--- src/rtl/uart_frame_parser_pkg.sv ---
// Shared definitions for the UART command deframer: parser state encoding,
// default frame-start marker, frame length and the frame checksum rule.
package uart_frame_parser_pkg;

  typedef enum logic [2:0] {
    SYNC = 3'd0,
    ADDR = 3'd1,
    DHI  = 3'd2,
    DLO  = 3'd3,
    CSUM = 3'd4
  } state_e;

  localparam logic [7:0] SYNC_BYTE_DEFAULT = 8'hA5;
  localparam int         FRAME_LEN         = 5;

  // A frame is good when the XOR of address, both data bytes and the
  // checksum byte is zero.
  function automatic logic [7:0] frame_csum(input logic [7:0] addr,
                                            input logic [7:0] dhi,
                                            input logic [7:0] dlo,
                                            input logic [7:0] csum);
    return addr ^ dhi ^ dlo ^ csum;
  endfunction

endpackage

--- src/rtl/uart_frame_parser.sv ---
// Byte-level command deframer. Assembles sync/addr/data_hi/data_lo/checksum
// frames from a UART receiver byte stream into 16-bit register-write
// commands, flagging checksum failures and inter-byte timeouts.
module uart_frame_parser
  import uart_frame_parser_pkg::*;
#(
  parameter logic [7:0] SYNC_BYTE      = SYNC_BYTE_DEFAULT,
  parameter int         TIMEOUT_CYCLES = 1000
) (
  input  logic        clk,
  input  logic        rst_n,
  input  logic [7:0]  rx_byte,
  input  logic        rx_valid,
  output logic        cmd_valid,
  output logic [7:0]  cmd_addr,
  output logic [15:0] cmd_data,
  output logic        csum_err,
  output logic        timeout_err,
  output logic        busy
);

  localparam int              TO_W    = $clog2(TIMEOUT_CYCLES + 1);
  localparam logic [TO_W-1:0] TO_LAST = TO_W'(TIMEOUT_CYCLES - 1);
  localparam logic [TO_W-1:0] TO_SAT  = TO_W'(TIMEOUT_CYCLES);

  state_e          state_q;
  logic [7:0]      addr_q;
  logic [7:0]      dhi_q;
  logic [7:0]      dlo_q;
  logic [7:0]      cmd_addr_q;
  logic [15:0]     cmd_data_q;
  logic            cmd_valid_q;
  logic            csum_err_q;
  logic            timeout_err_q;
  logic [TO_W-1:0] to_cnt_q;
  logic [TO_W-1:0] to_cnt_d;
  logic            expire;

  // Inter-byte gap counter: idle in SYNC, restarts on every byte, saturates.
  always_comb begin
    to_cnt_d = to_cnt_q;
    if (rx_valid || (state_q == SYNC)) begin
      to_cnt_d = '0;
    end else if (to_cnt_q != TO_SAT) begin
      to_cnt_d = to_cnt_q + TO_W'(1);
    end
  end

  // A byte arriving in the expiry cycle takes priority over the timeout.
  assign expire = (state_q != SYNC) && !rx_valid && (to_cnt_q == TO_LAST);

  // Gap counter register.
  always_ff @(posedge clk or negedge rst_n) begin
    if (!rst_n) begin
      to_cnt_q <= '0;
    end else begin
      to_cnt_q <= to_cnt_d;
    end
  end

  // Frame FSM with registered command and error strobes.
  always_ff @(posedge clk or negedge rst_n) begin
    if (!rst_n) begin
      state_q       <= SYNC;
      addr_q        <= 8'h00;
      dhi_q         <= 8'h00;
      dlo_q         <= 8'h00;
      cmd_addr_q    <= 8'h00;
      cmd_data_q    <= 16'h0000;
      cmd_valid_q   <= 1'b0;
      csum_err_q    <= 1'b0;
      timeout_err_q <= 1'b0;
    end else begin
      cmd_valid_q   <= 1'b0;
      csum_err_q    <= 1'b0;
      timeout_err_q <= 1'b0;
      if (rx_valid) begin
        case (state_q)
          SYNC: begin
            if (rx_byte == SYNC_BYTE) begin
              state_q <= ADDR;
            end
          end
          ADDR: begin
            addr_q  <= rx_byte;
            state_q <= DHI;
          end
          DHI: begin
            dhi_q   <= rx_byte;
            state_q <= DLO;
          end
          DLO: begin
            dlo_q   <= rx_byte;
            state_q <= CSUM;
          end
          CSUM: begin
            if (frame_csum(addr_q, dhi_q, dlo_q, rx_byte) == 8'h00) begin
              cmd_addr_q  <= addr_q;
              cmd_data_q  <= {dhi_q, dlo_q};
              cmd_valid_q <= 1'b1;
            end else begin
              csum_err_q  <= 1'b1;
            end
            state_q <= SYNC;
          end
          default: begin
            state_q <= SYNC;
          end
        endcase
      end else if (expire) begin
        state_q       <= SYNC;
        addr_q        <= 8'h00;
        dhi_q         <= 8'h00;
        dlo_q         <= 8'h00;
        timeout_err_q <= 1'b1;
      end
    end
  end

  assign cmd_valid   = cmd_valid_q;
  assign cmd_addr    = cmd_addr_q;
  assign cmd_data    = cmd_data_q;
  assign csum_err    = csum_err_q;
  assign timeout_err = timeout_err_q;
  assign busy        = (state_q != SYNC);

endmodule

--- config.mk ---
export PLATFORM = sky130hd
export DESIGN_NAME = uart_frame_parser
export DESIGN_NICKNAME = d
export VERILOG_FILES = /design/src/rtl/uart_frame_parser_pkg.sv /design/src/rtl/uart_frame_parser.sv
export SDC_FILE = /design/constraint.sdc
export NUM_CORES = 1
export LEC_CHECK = 0
export CAP_MARGIN = 10
export CORE_UTILIZATION = 35
export DETAILED_ROUTE_END_ITERATION = 6
export PLACE_DENSITY = 0.66
export SLEW_MARGIN = 15
export SYNTH_ARGS = -nofsm -noshare
export SYNTH_HDL_FRONTEND = slang
export SYNTH_SLANG_ARGS = --single-unit
--- constraint.sdc ---
create_clock -name clk -period 5.94 [get_ports clk]
set_input_delay 1.485 -clock clk [delete_from_list [all_inputs] [get_ports clk]]
set_output_delay 1.485 -clock clk [all_outputs]
set_load 0.01 [all_outputs]
## Yosys cells after proc, flatten, opt, wreduce, memory -nomap -nowiden

Cells that the tools add are included.
Widths: inputs -> output; s select.

| operators by class | value |
|---|---|
| add/subtract/negate cells | 1 |
| multipliers | 0 |
| divide/modulo/power cells | 0 |
| magnitude comparators | 0 |
| equality and inequality tests | 11 |
| shift-type cells | 0 |
| mux-type cells | 21 |
| bitwise operators | 3 |
| reduce and logical (&&, ||, !) cells | 14 |

Operator list:

| operator | number |
|---|---|
| $mux 8 | 7 |
| $xor 8x8->8 | 3 |
| $mux 10 | 2 |
| $pmux 3 s4 | 1 |
| $add 10x1->10 const B | 1 |
| $eq 10x10->1 const B | 1 |
| $ne 10x10->1 const B | 1 |
| $mux 3 | 3 |
| $eq 8x8->1 const B | 1 |
| $logic_not 8->1 | 1 |
| $mux 1 | 8 |
| $reduce_and 2->1 | 4 |
| $eq 3x2->1 const B | 2 |
| $ne 2x1->1 const B | 3 |
| $reduce_bool 2->1 | 2 |
| $eq 3x1->1 const B | 1 |
| $eq 3x3->1 const B | 1 |
| $logic_not 3->1 | 1 |
| $ne 3x2->1 const B | 1 |
| $reduce_and 3->1 | 1 |
| $reduce_bool 3->1 | 1 |
| $logic_and 1x1->1 | 2 |
| $logic_not 1->1 | 1 |
| $logic_or 1x1->1 | 1 |

| storage, ports and cells | value |
|---|---|
| bits in registers | 64 |
| bits in latches | 0 |
| RAM bits | 0 |
| ROM bits | 0 |
| bits of input ports | 11 |
| output and inout port bits | 28 |
| word-level logic and storage cells | 60 |
| memories kept | 0 |

## Longest topological paths before layout

Gate-level depths: netlist (run 1).

| depth | value |
|---|---|
| depth in word-level cells | 7 |
| mapped depth | 8 |
| depth with buffers taken out | 6 |

## Worst setup path before layout (run 1)

No wires, ideal clock.

| path | value |
|---|---|
| path type | input port to flip-flop |
| from | input rx_byte[4] |
| to | register cmd_addr_q[0], in the netlist cmd_addr[0] |
| setup time | 0.125 ns |
| arrival time | 2.772 ns |
| data required time | 5.815 ns |
| slack | 3.043 ns |
| stages | 6 |
| buffers on the path | 1 |
| cells stage by stage | xor2_1 > xnor2_1 > nor4_2 > nand3b_2 > buf_6 > mux2_4 |

| on the way | value |
|---|---|
| word-level cells in the longest chain between the ends | 3 |

RTL lines:

| element | line | source |
|---|---|---|
| start: declaration | uart_frame_parser.sv:12 | `input logic [7:0] rx_byte,` |
| $xor 8x8->8 | uart_frame_parser_pkg.sv:22 | `return addr ^ dhi ^ dlo ^ csum;` |
| $logic_not 8->1 | uart_frame_parser.sv:97 | `if (frame_csum(addr_q, dhi_q, dlo_q, rx_byte) == 8'h00) begin` |
| $reduce_and 3->1 (no source line) | n/a |  |
| end signal: assignment | uart_frame_parser.sv:98 | `cmd_addr_q <= addr_q;` |
| end: declaration | uart_frame_parser.sv:30 | `logic [7:0] cmd_addr_q;` |

No other way between the ends.
A chain may end at the register's enable or synchronous reset.

## Final worst setup path (run 1)

| path | value |
|---|---|
| from | input rx_byte[2] |
| to | register cmd_data_q[8], in the netlist cmd_data[8] |

| on the way | value |
|---|---|
| word-level cells in the longest chain between the ends | 3 |

RTL lines:

| element | line | source |
|---|---|---|
| $xor 8x8->8 | uart_frame_parser_pkg.sv:22 |  |
| $logic_not 8->1 | uart_frame_parser.sv:97 |  |
| $reduce_and 3->1 (no source line) | n/a |  |
| end signal: assignment | uart_frame_parser.sv:99 | `cmd_data_q <= {dhi_q, dlo_q};` |
| end: declaration | uart_frame_parser.sv:31 | `logic [15:0] cmd_data_q;` |

No other way between the ends.

==> run_results.csv, run 1 <==
group,metric,value,unit
finish,antennaDiodeCount,0,
timing,fin_hold_ws,0.510,ns
clock_tree,postCtsHoldBufs,0,
worst_hold_path,hp-start,"cmd_data[0]",
clock_tree,root_buffer,"clkbuf_8",
timing,min_period,3.72,ns
synth,synth_top_area_share,52.8,%
worst_hold_path,hold_path.class,"flop to flop",
clock_tree,cts_tree,"yes",
synth,synth_area,3030,µm²
synth,synth_cell_types,35,
worst_setup_path,cp_data_required_time,6.16,ns
floorplanning,pin_count,39,
finish,final_area,3690,µm²
synth,synth_seq_cells,64,
worst_setup_path,crit_fanout,25,
synth,synth-simple-area-share,12.1,%
routing,final_antenna_net_count,0,
synth,synth_fp_nets,253,
timing,slew_viol_final,0,
synth,synth_warnings,0,
place,pre_cts_ws,1.83,ns
finish,drive_gt1_share,23.3,%
routing,drc_errors,0,
grt,grt_pass1_vias,1815,
routing,routedWlPerCell,14.6,µm
worst_setup_path,startpoint,"rx_byte[2]",
power,powerDensity,379,nW/µm²
place,io_buffers,38,
synth,yosys.area.top_type,"dfrtp_1",
worst_setup_path,path_cells,"clkdlybuf4s50_1 > xnor2_1 > xnor2_1 > nor4_2 > nand3b_2 > mux2_4",
power,ir_drop,0.133,mV
floorplanning,rows,33,
grt,grt_usage,14.1,%
routing,drt-initial-drc-count,99,
floorplanning,die_w,95.1,µm
clock_tree,clk_pin_slew_worst_paths,0.07,ns
synth,synth_fa_ha_area_share,0.825,%
clock_tree,numCtsBuffers,9,
worst_setup_path,worstSetupPathType,"input port to flop",
clock_tree,cts_buffer_depth,2,
power,p_leak,1.68,nW
timing,period_share,62.7,%
grt,antenna_found_initial,0,
clock_tree,insertion_delay,0.34,ns
routing,vias,1870,
finish,area_growth,21.7,%
clock_tree,clkSinkCount,64,
grt,overflow,0,
worst_setup_path,crit_path_end_kind,"flop",
clock_tree,ctsResizeCount,0,
timing,rsz0062_at_grt,"false",
routing,vias_per_cell,4.76,
worst_setup_path,worst_path_most_repeated_cell,"xnor2_1",
clock_tree,cts_setup_buffers,0,
run_status,status,"finished, final reports clean",
timing,setup_slack,2.22,ns
finish,layout_common_cells,"dfrtp_1 (64), clkdlybuf4s50_1 (37), mux2_2 (21)",
grt,grt_first_pass_wirelength,9450,µm
place,gp_congestion,0.801,
timing,worst_pin_slew,0.881,ns
timing,fin_skew,0.0113,ns
floorplanning,initial_utilization,36.5,%
floorplanning,die_h,95.1,µm
synth,synth_top_family_by_area,"multiplexers",
synth,syn-instance-count,240,
timing,slew_headroom,41.0,%
finish,mostFrequentLayoutCell,"dfrtp_1",
clock_tree,h-tree-depth,3,
place,place_hpwl,3970,µm
synth,synth-xor-area-share,9.53,%
synth,synth_compound_area_share,4.91,%
run,maxCapViolCount,0,
timing,tns,0,ns
synth,synth_area_per_cell,12.6,µm²
grt,grt_max_degree,65,
floorplanning,core-area,8300,µm²
worst_setup_path,slowest_delay,0.72,ns
timing,hold_viol,0,
synth,ys_seq_area_share,52.8,%
routing,routed_wl,5740,µm
finish,final_util,44.5,%
routing,drtPass1Iterations,4,
timing,fmaxAchievable,0.269,GHz
worst_setup_path,crit_slowest_cell,"nand3b_2",
floorplanning,die_area,9040,µm²
synth,ys_top_cells_by_area,"dfrtp_1 (53%), mux2_4 (9.4%), mux2_2 (7.8%), xnor2_1 (5.5%), xor2_1 (4.0%)",
worst_setup_path,startpoint_type,"input port",
place,dpl_cell_area,3490,µm²
synth,muxShareOfSynthArea,17.5,%
timing,setup_viol,0,
worst_setup_path,cp.arrival,3.94,ns
finish,nets,296,
worst_setup_path,rr_startpoint,"addr_q[2]",
## metrics by stage
step,power (mW),cells
after floorplan,0.922,240
after global placement,1.02,377
final,1.40,393
after global routing,1.48,393
after CTS,1.41,393
after detailed placement,1.04,377
## power breakdown
group / switching [mW] / internal [mW] / leakage, nW
clock network: 0.167 / 0.205 / 0.0993
registers: 0.0935 / 0.523 / 0.865
logic: 0.199 / 0.211 / 0.715
## cell usage after synthesis
master / n
a21boi_4: 1
a21oi_1: 2
a21oi_4: 1
a22o_1: 1
and2_1: 8
and2b_1: 1
and3_1: 3
buf_4: 1
buf_6: 3
clkbuf_1: 3
dfrtp_1: 64
ha_1: 2
inv_1: 4
mux2_2: 21
mux2_4: 19
mux2i_1: 1
nand2_1: 11
nand2b_1: 4
nand3_1: 7
nand3b_1: 1
nand3b_2: 1
nand4_1: 1
nand4b_1: 1
nor2_1: 12
nor2b_1: 2
nor3_1: 5
nor3_2: 1
nor4_1: 1
nor4_2: 2
o21ai_0: 19
or2_2: 2
or3b_2: 1
or4_4: 1
xnor2_1: 19
xor2_1: 14
## cells by family (layout without fill, tap and decap cells)
| family | count (synthesis) | in the layout |
|---|---|---|
| AOI/OAI and AO/OA | 24 | 24 |
| xor gates and xnor gates | 33 | 33 |
| adders and majority gates | 2 | 2 |
| buffers and inverters | 11 | 59 |
| DFF | 64 | 64 |
| muxes | 41 | 41 |
| and+or+nand+nor | 65 | 65 |
## critical path: cells and delay by family
family                    cells  cell delay, ns
xor gates and xnor gates      2            0.33
muxes                         1            0.54
buffers and inverters         1            0.47
and+or+nand+nor               2            1.10
## routing by layer
metal | vias to the layer above | wire [µm] | GRT usage [%]
li1 | 917 | - | -
met1 | 900 | 2820 | 20.1
met2 | 41 | 2570 | 20.1
met3 | 12 | 235 | 3.51
met4 | 0 | 114 | 6.44
met5 | - | 0 | 0
## worst paths after layout
| path | slack, ns | endpoint | depth (start not counted) |
|---|---|---|---|
| setup / recovery | 2.22 | cmd_data[8] | 6 |
| hold / removal | 0.51 | cmd_data[0] | 1 |
| setup reg to reg | 3.45 | cmd_data[8] | 5 |
| hold reg to reg | 0.51 | cmd_data[0] | 1 |
| max in group asynchronous | 4.10 | addr_q[2] | 2 |
| min in group asynchronous | 1.30 | cmd_addr[7] | 2 |
## registers in the layout, summed over array words and instances, names as in the netlist
register and count:
addr_q 8, cmd_addr 8, cmd_data 16, cmd_valid 1
csum_err 1, dhi_q 8, dlo_q 8, state_q 3
timeout_err 1, to_cnt_q 10
## cell type report
type	count	area [µm²]
clock inverters	5	56.3
multi-input cells	165	1360
fillers	777	4610
inverters	4	15.0
well taps	105	131
repair buffers	39	383
clock buffers	11	141
flip-flops and latches	64	1600
Power figures use the tool's default switching activity.
==> run 2: changes to the inputs <==
==> constraint.sdc (replaced) <==
create_clock -name clk -period 3.8 [get_ports clk]
set_input_delay 0.95 -clock clk [delete_from_list [all_inputs] [get_ports clk]]
set_output_delay 0.95 -clock clk [all_outputs]
set_load 0.01 [all_outputs]
==> run_results.csv, run 2 (synthesis gave the netlist of run 1 again) <==
group,metric,value,unit
grt,grt_max_degree,51,
place,dpl_cell_area,3530,µm²
finish,antennaDiodeCount,0,
clock_tree,insertion_delay,0.34,ns
floorplanning,die_area,9040,µm²
finish,multi_input_area,1360,µm²
timing,min_period,2.62,ns
routing,final_antenna_net_count,0,
place,pre_cts_ws,0.838,ns
clock_tree,clkSinkCount,64,
clock_tree,postCtsHoldBufs,0,
finish,layout_common_cells,"dfrtp_1 (64), clkdlybuf4s50_1 (37), mux2_2 (21)",
timing,fmaxAchievable,0.382,GHz
finish,mostFrequentLayoutCell,"dfrtp_1",
power,power.share.sequential,42.4,%
power,p_leak,1.72,nW
timing,rsz0062_at_grt,"false",
clock_tree,cts_setup_buffers,0,
finish,fillers,769,
timing,setup_viol,0,
finish,final_util,45.2,%
timing,slew_viol_final,0,
power,powerDensity,606,nW/µm²
finish,stdcell_count,398,
clock_tree,h-tree-depth,3,
power,finalPower,2.27,mW
timing,hold_viol,0,
timing,fin_skew,0.0105,ns
worst_setup_path,startpoint_type,"flop",
routing,routedWlPerCell,14.8,µm
place,placed_cells,382,
finish,nets,301,
finish,area_growth,23.8,%
power,clock_power_share,28.7,%
worst_setup_path,crit_fanout,7,
power,power.internal,1.55,mW
power,p_sw,0.728,mW
clock_tree,clk_pin_slew_worst_paths,0.07,ns
power,ir_drop,0.235,mV
clock_tree,ctsResizeCount,0,
worst_setup_path,cp_data_required_time,2.85,ns
worst_setup_path,crit_path_end_kind,"primary output",
run,maxCapViolCount,0,
grt,overflow,0,
clock_tree,numCtsBuffers,9,
place,io_buffers,38,
floorplanning,die_h,95.1,µm
worst_setup_path,cp.arrival,1.67,ns
timing,period_share,68.9,%
clock_tree,cts_buffer_depth,2,
finish,largest_reg_flops,16,
routing,vias_per_cell,4.78,
routing,drt-initial-drc-count,74,
finish,drive_gt1_share,24.9,%
power,p_sw_share,32.0,%
routing,routed_wl,5910,µm
grt,antenna_found_initial,0,
place,place_hpwl,4180,µm
finish,final_area,3750,µm²
clock_tree,cts_tree,"yes",
grt,grt_pass1_vias,1856,
floorplanning,rows,33,
timing,worst_pin_slew,0.638,ns
timing,tns,0,ns
floorplanning,pin_count,39,
routing,drc_errors,0,
floorplanning,core-area,8300,µm²
clock_tree,root_buffer,"clkbuf_8",
routing,vias,1902,
grt,grt_usage,14.8,%
place,gp_congestion,0.778,
floorplanning,initial_utilization,36.5,%
power,p_comb_share,28.9,%
worst_setup_path,path_cells,"nor3_1 > buf_4 > inv_1 > clkdlybuf4s50_1",
grt,grt_first_pass_wirelength,9800,µm
worst_setup_path,crit_slowest_cell,"clkdlybuf4s50_1",
timing,slew_headroom,57.3,%
routing,drtPass1Iterations,6,
floorplanning,die_w,95.1,µm
timing,setup_slack,1.18,ns
worst_setup_path,slowest_delay,0.46,ns
worst_setup_path,worstSetupPathType,"flop to primary output",
timing,fin_hold_ws,0.507,ns
run_status,status,"finished, final reports clean",
finish,seq_area,1600,µm²
worst_hold_path,hold_path.class,"flop to flop",
run 2: cell types whose count changed in the layout (fill, tap and decap cells not counted):
cell       delta
clkinv_2      +1
buf_4         +6
buf_2         -1
clkbuf_1      -1
bufinv_16     +1
clkinv_4      -1
run 2: path summary, 6_finish.rpt:
kind	start	end	slack, ns	depth (start not counted)
min reg2reg	cmd_data[14]	cmd_data[14]	0.51	1
min in group asynchronous	rst_n	addr_q[7]	0.62	1
max	state_q[0]	busy	1.18	4
max reg2reg	to_cnt_q[1]	dhi_q[5]	1.60	5
max in group asynchronous	rst_n	dhi_q[4]	2.52	2
min	cmd_data[14]	cmd_data[14]	0.51	1
run 2: per-layer routing:
| metal | wire length (µm) | global-route usage, % |
|---|---|---|
| met1 | 2910 | 20.2 |
| met2 | 2700 | 21.6 |
| met3 | 219 | 5.34 |
| met4 | 79 | 4.92 |
| met5 | 0 | 0 |
run 2: area by class of cell:
class                      count  share of cell area (%)
tap                          105                    3.50
sequential                    64                    42.7
clock inverter                 6                    2.20
multi-input combinational    165                    36.3
clock buffer                  10                    3.67
timing repair buffer          44                    11.3
inverter                       4                   0.400
run 2: power groups by stage:
stage | Combinational, mW | Clock (mW) | Sequential [mW]
2_1_floorplan | 0.511 | 0 | 0.930
3_3_place_gp | 0.648 | 0 | 0.974
3_5_place_dp | 0.660 | 0 | 0.979
4_1_cts | 0.665 | 0.666 | 0.966
5_1_grt | 0.725 | 0.695 | 0.988
6_report | 0.657 | 0.653 | 0.964
run 2: worst max-delay path: cells and delay by family, from the launching register on:
kind,cells,cell delay (ns)
buffers and inverters,3,0.67
flip-flops,1,0.45
AND/OR/NAND/NOR,1,0.20
==> run 3: changes to the inputs <==
--- a/config.mk
+++ b/config.mk
@@ -8,7 +8,7 @@
 export CAP_MARGIN = 10
 export CORE_UTILIZATION = 35
 export DETAILED_ROUTE_END_ITERATION = 6
-export PLACE_DENSITY = 0.66
+export PLACE_DENSITY = 0.68
 export SLEW_MARGIN = 15
 export SYNTH_ARGS = -nofsm -noshare
 export SYNTH_HDL_FRONTEND = slang
==> constraint.sdc (replaced) <==
create_clock -name clk -period 2.4 [get_ports clk]
set_input_delay 0.6 -clock clk [delete_from_list [all_inputs] [get_ports clk]]
set_output_delay 0.6 -clock clk [all_outputs]
set_load 0.01 [all_outputs]
==> run_results.csv, run 3 (synthesis gave the netlist of run 1 again) <==
group,metric,value,unit
finish,layout_common_cells,"dfrtp_1 (64), clkdlybuf4s50_1 (37), buf_4 (23), mux2_2 (21)",
grt,grt_max_degree,65,
place,gp_congestion,0.788,
worst_setup_path,cp_data_required_time,2.62,ns
worst_setup_path,cp.arrival,2.49,ns
clock_tree,h-tree-depth,3,
timing,setup_slack,0.138,ns
clock_tree,insertion_delay,0.34,ns
timing,setup_viol,0,
timing,tns,0,ns
power,p_leak,1.80,nW
routing,routedWlPerCell,13.9,µm
place,dpl_cell_area,3700,µm²
clock_tree,root_buffer,"clkbuf_8",
place,place_hpwl,4150,µm
timing,worst_pin_slew,0.487,ns
timing,slew_headroom,67.3,%
power,power.internal,2.33,mW
routing,top_layer,"met4",
routing,drc_errors,0,
clock_tree,numCtsBuffers,9,
worst_hold_path,hold_path.class,"input port to asynchronous set/reset pin",
power,power.share.sequential,43.5,%
timing,fin_skew,0.00699,ns
run_status,status,"finished, final reports clean",
finish,drive_gt1_share,29.5,%
finish,largest_reg_flops,16,
routing,wl_met2,2580,µm
clock_tree,cts_tree,"yes",
floorplanning,initial_utilization,36.5,%
finish,antennaDiodeCount,0,
worst_setup_path,worstSetupPathType,"input port to flop",
timing,rsz0062_at_grt,"false",
finish,mostFrequentLayoutCell,"dfrtp_1",
floorplanning,core-area,8300,µm²
finish,area_growth,27.7,%
routing,drtPass1Iterations,4,
timing,min_period,2.26,ns
routing,final_antenna_net_count,0,
grt,grt_usage,14.6,%
finish,final_area,3870,µm²
power,p_comb_share,33.4,%
timing,fin_hold_ws,0.259,ns
clock_tree,postCtsHoldBufs,0,
timing,slew_viol_final,0,
power,p_sw_share,33.3,%
run,maxCapViolCount,0,
worst_setup_path,crit_fanout,23,
floorplanning,pin_count,39,
power,powerDensity,902,nW/µm²
routing,drt-initial-drc-count,58,
clock_tree,ctsResizeCount,0,
routing,drt-met1-wl,2840,µm
clock_tree,cts_buffer_depth,2,
finish,fillers,773,
routing,routed_wl,5810,µm
power,clock_power_share,23.1,%
power,p_sw,1.16,mW
grt,grt_first_pass_wirelength,9690,µm
grt,grt_pass1_vias,1987,
clock_tree,clkSinkCount,64,
routing,vias_per_cell,4.66,
power,ir_drop,0.339,mV
place,io_buffers,38,
routing,wl_met3,266,µm
floorplanning,die_w,95.1,µm
worst_setup_path,startpoint_type,"input port",
routing,vias,1943,
clock_tree,cts_setup_buffers,0,
timing,period_share,94.2,%
floorplanning,die_h,95.1,µm
worst_setup_path,crit_path_end_kind,"flop",
finish,stdcell_count,417,
timing,fmaxAchievable,0.442,GHz
timing,hold_viol,0,
floorplanning,die_area,9040,µm²
grt,overflow,0,
clock_tree,clk_pin_slew_worst_paths,0.07,ns
finish,nets,320,
grt,antenna_found_initial,0,
floorplanning,rows,33,
place,placed_cells,401,
place,pre_cts_ws,-0.241,ns
-- run 3: cell types whose count changed in the layout (fill, tap and decap cells not counted) --
cell	previous run	this run
buf_2	0	1
bufinv_16	2	0
clkinv_2	3	4
clkinvlp_4	1	2
buf_4	7	23
buf_12	0	2
-- run 3: area by class of cell --
type	count	area [µm²]	share of cell area (%)
clock buffers	10	138	3.56
flip-flops and latches	64	1600	41.4
repair buffers	63	588	15.2
well taps	105	131	3.39
multi-input cells	165	1360	35.2
clock inverters	6	35.0	0.905
inverters	4	15.0	0.388
-- run 3: per-layer routing --
layer / track usage (%) / vias to the layer above
met5: 0 / -
li1: - / 960
met4: 6.57 / 0
met2: 21.8 / 41
met3: 4.39 / 11
met1: 19.6 / 931
-- run 3: metrics by stage --
stage	power, mW	utilization (%)
final	3.49	46.6
after global placement	2.68	44.6
after CTS	3.55	46.6
after global routing	3.73	46.6
after floorplan	2.28	-
after detailed placement	2.72	44.6
-- run 3: path summary, 6_finish.rpt --
check,from,endpoint,slack (ns),depth (start not counted)
max,rx_byte[1],cmd_data[5],0.14,7
min,rst_n,cmd_addr[1],0.26,2
max reg2reg,to_cnt_q[1],dhi_q[0],0.32,6
min reg2reg,cmd_data[12],cmd_data[12],0.51,1
max in group asynchronous,rst_n,dlo_q[0],1.86,2
min in group clk,cmd_data[12],cmd_data[12],0.51,1
-- run 3: power groups by stage --
stage | sequential (mW) | clock (mW) | combinational (mW)
2_1_floorplan | 1.47 | 0 | 0.808
3_5_place_dp | 1.55 | 0 | 1.17
3_3_place_gp | 1.53 | 0 | 1.15
4_1_cts | 1.52 | 0.840 | 1.18
6_report | 1.52 | 0.805 | 1.17
5_1_grt | 1.55 | 0.886 | 1.29
-- run 3: worst max-delay path: stages --
cell             delay (ns)
clkdlybuf4s50_1        0.54
xor2_1                 0.19
xnor2_1                0.11
nor4_2                 0.37
nand3b_2               0.16
buf_12                 0.20
mux2_4                 0.30
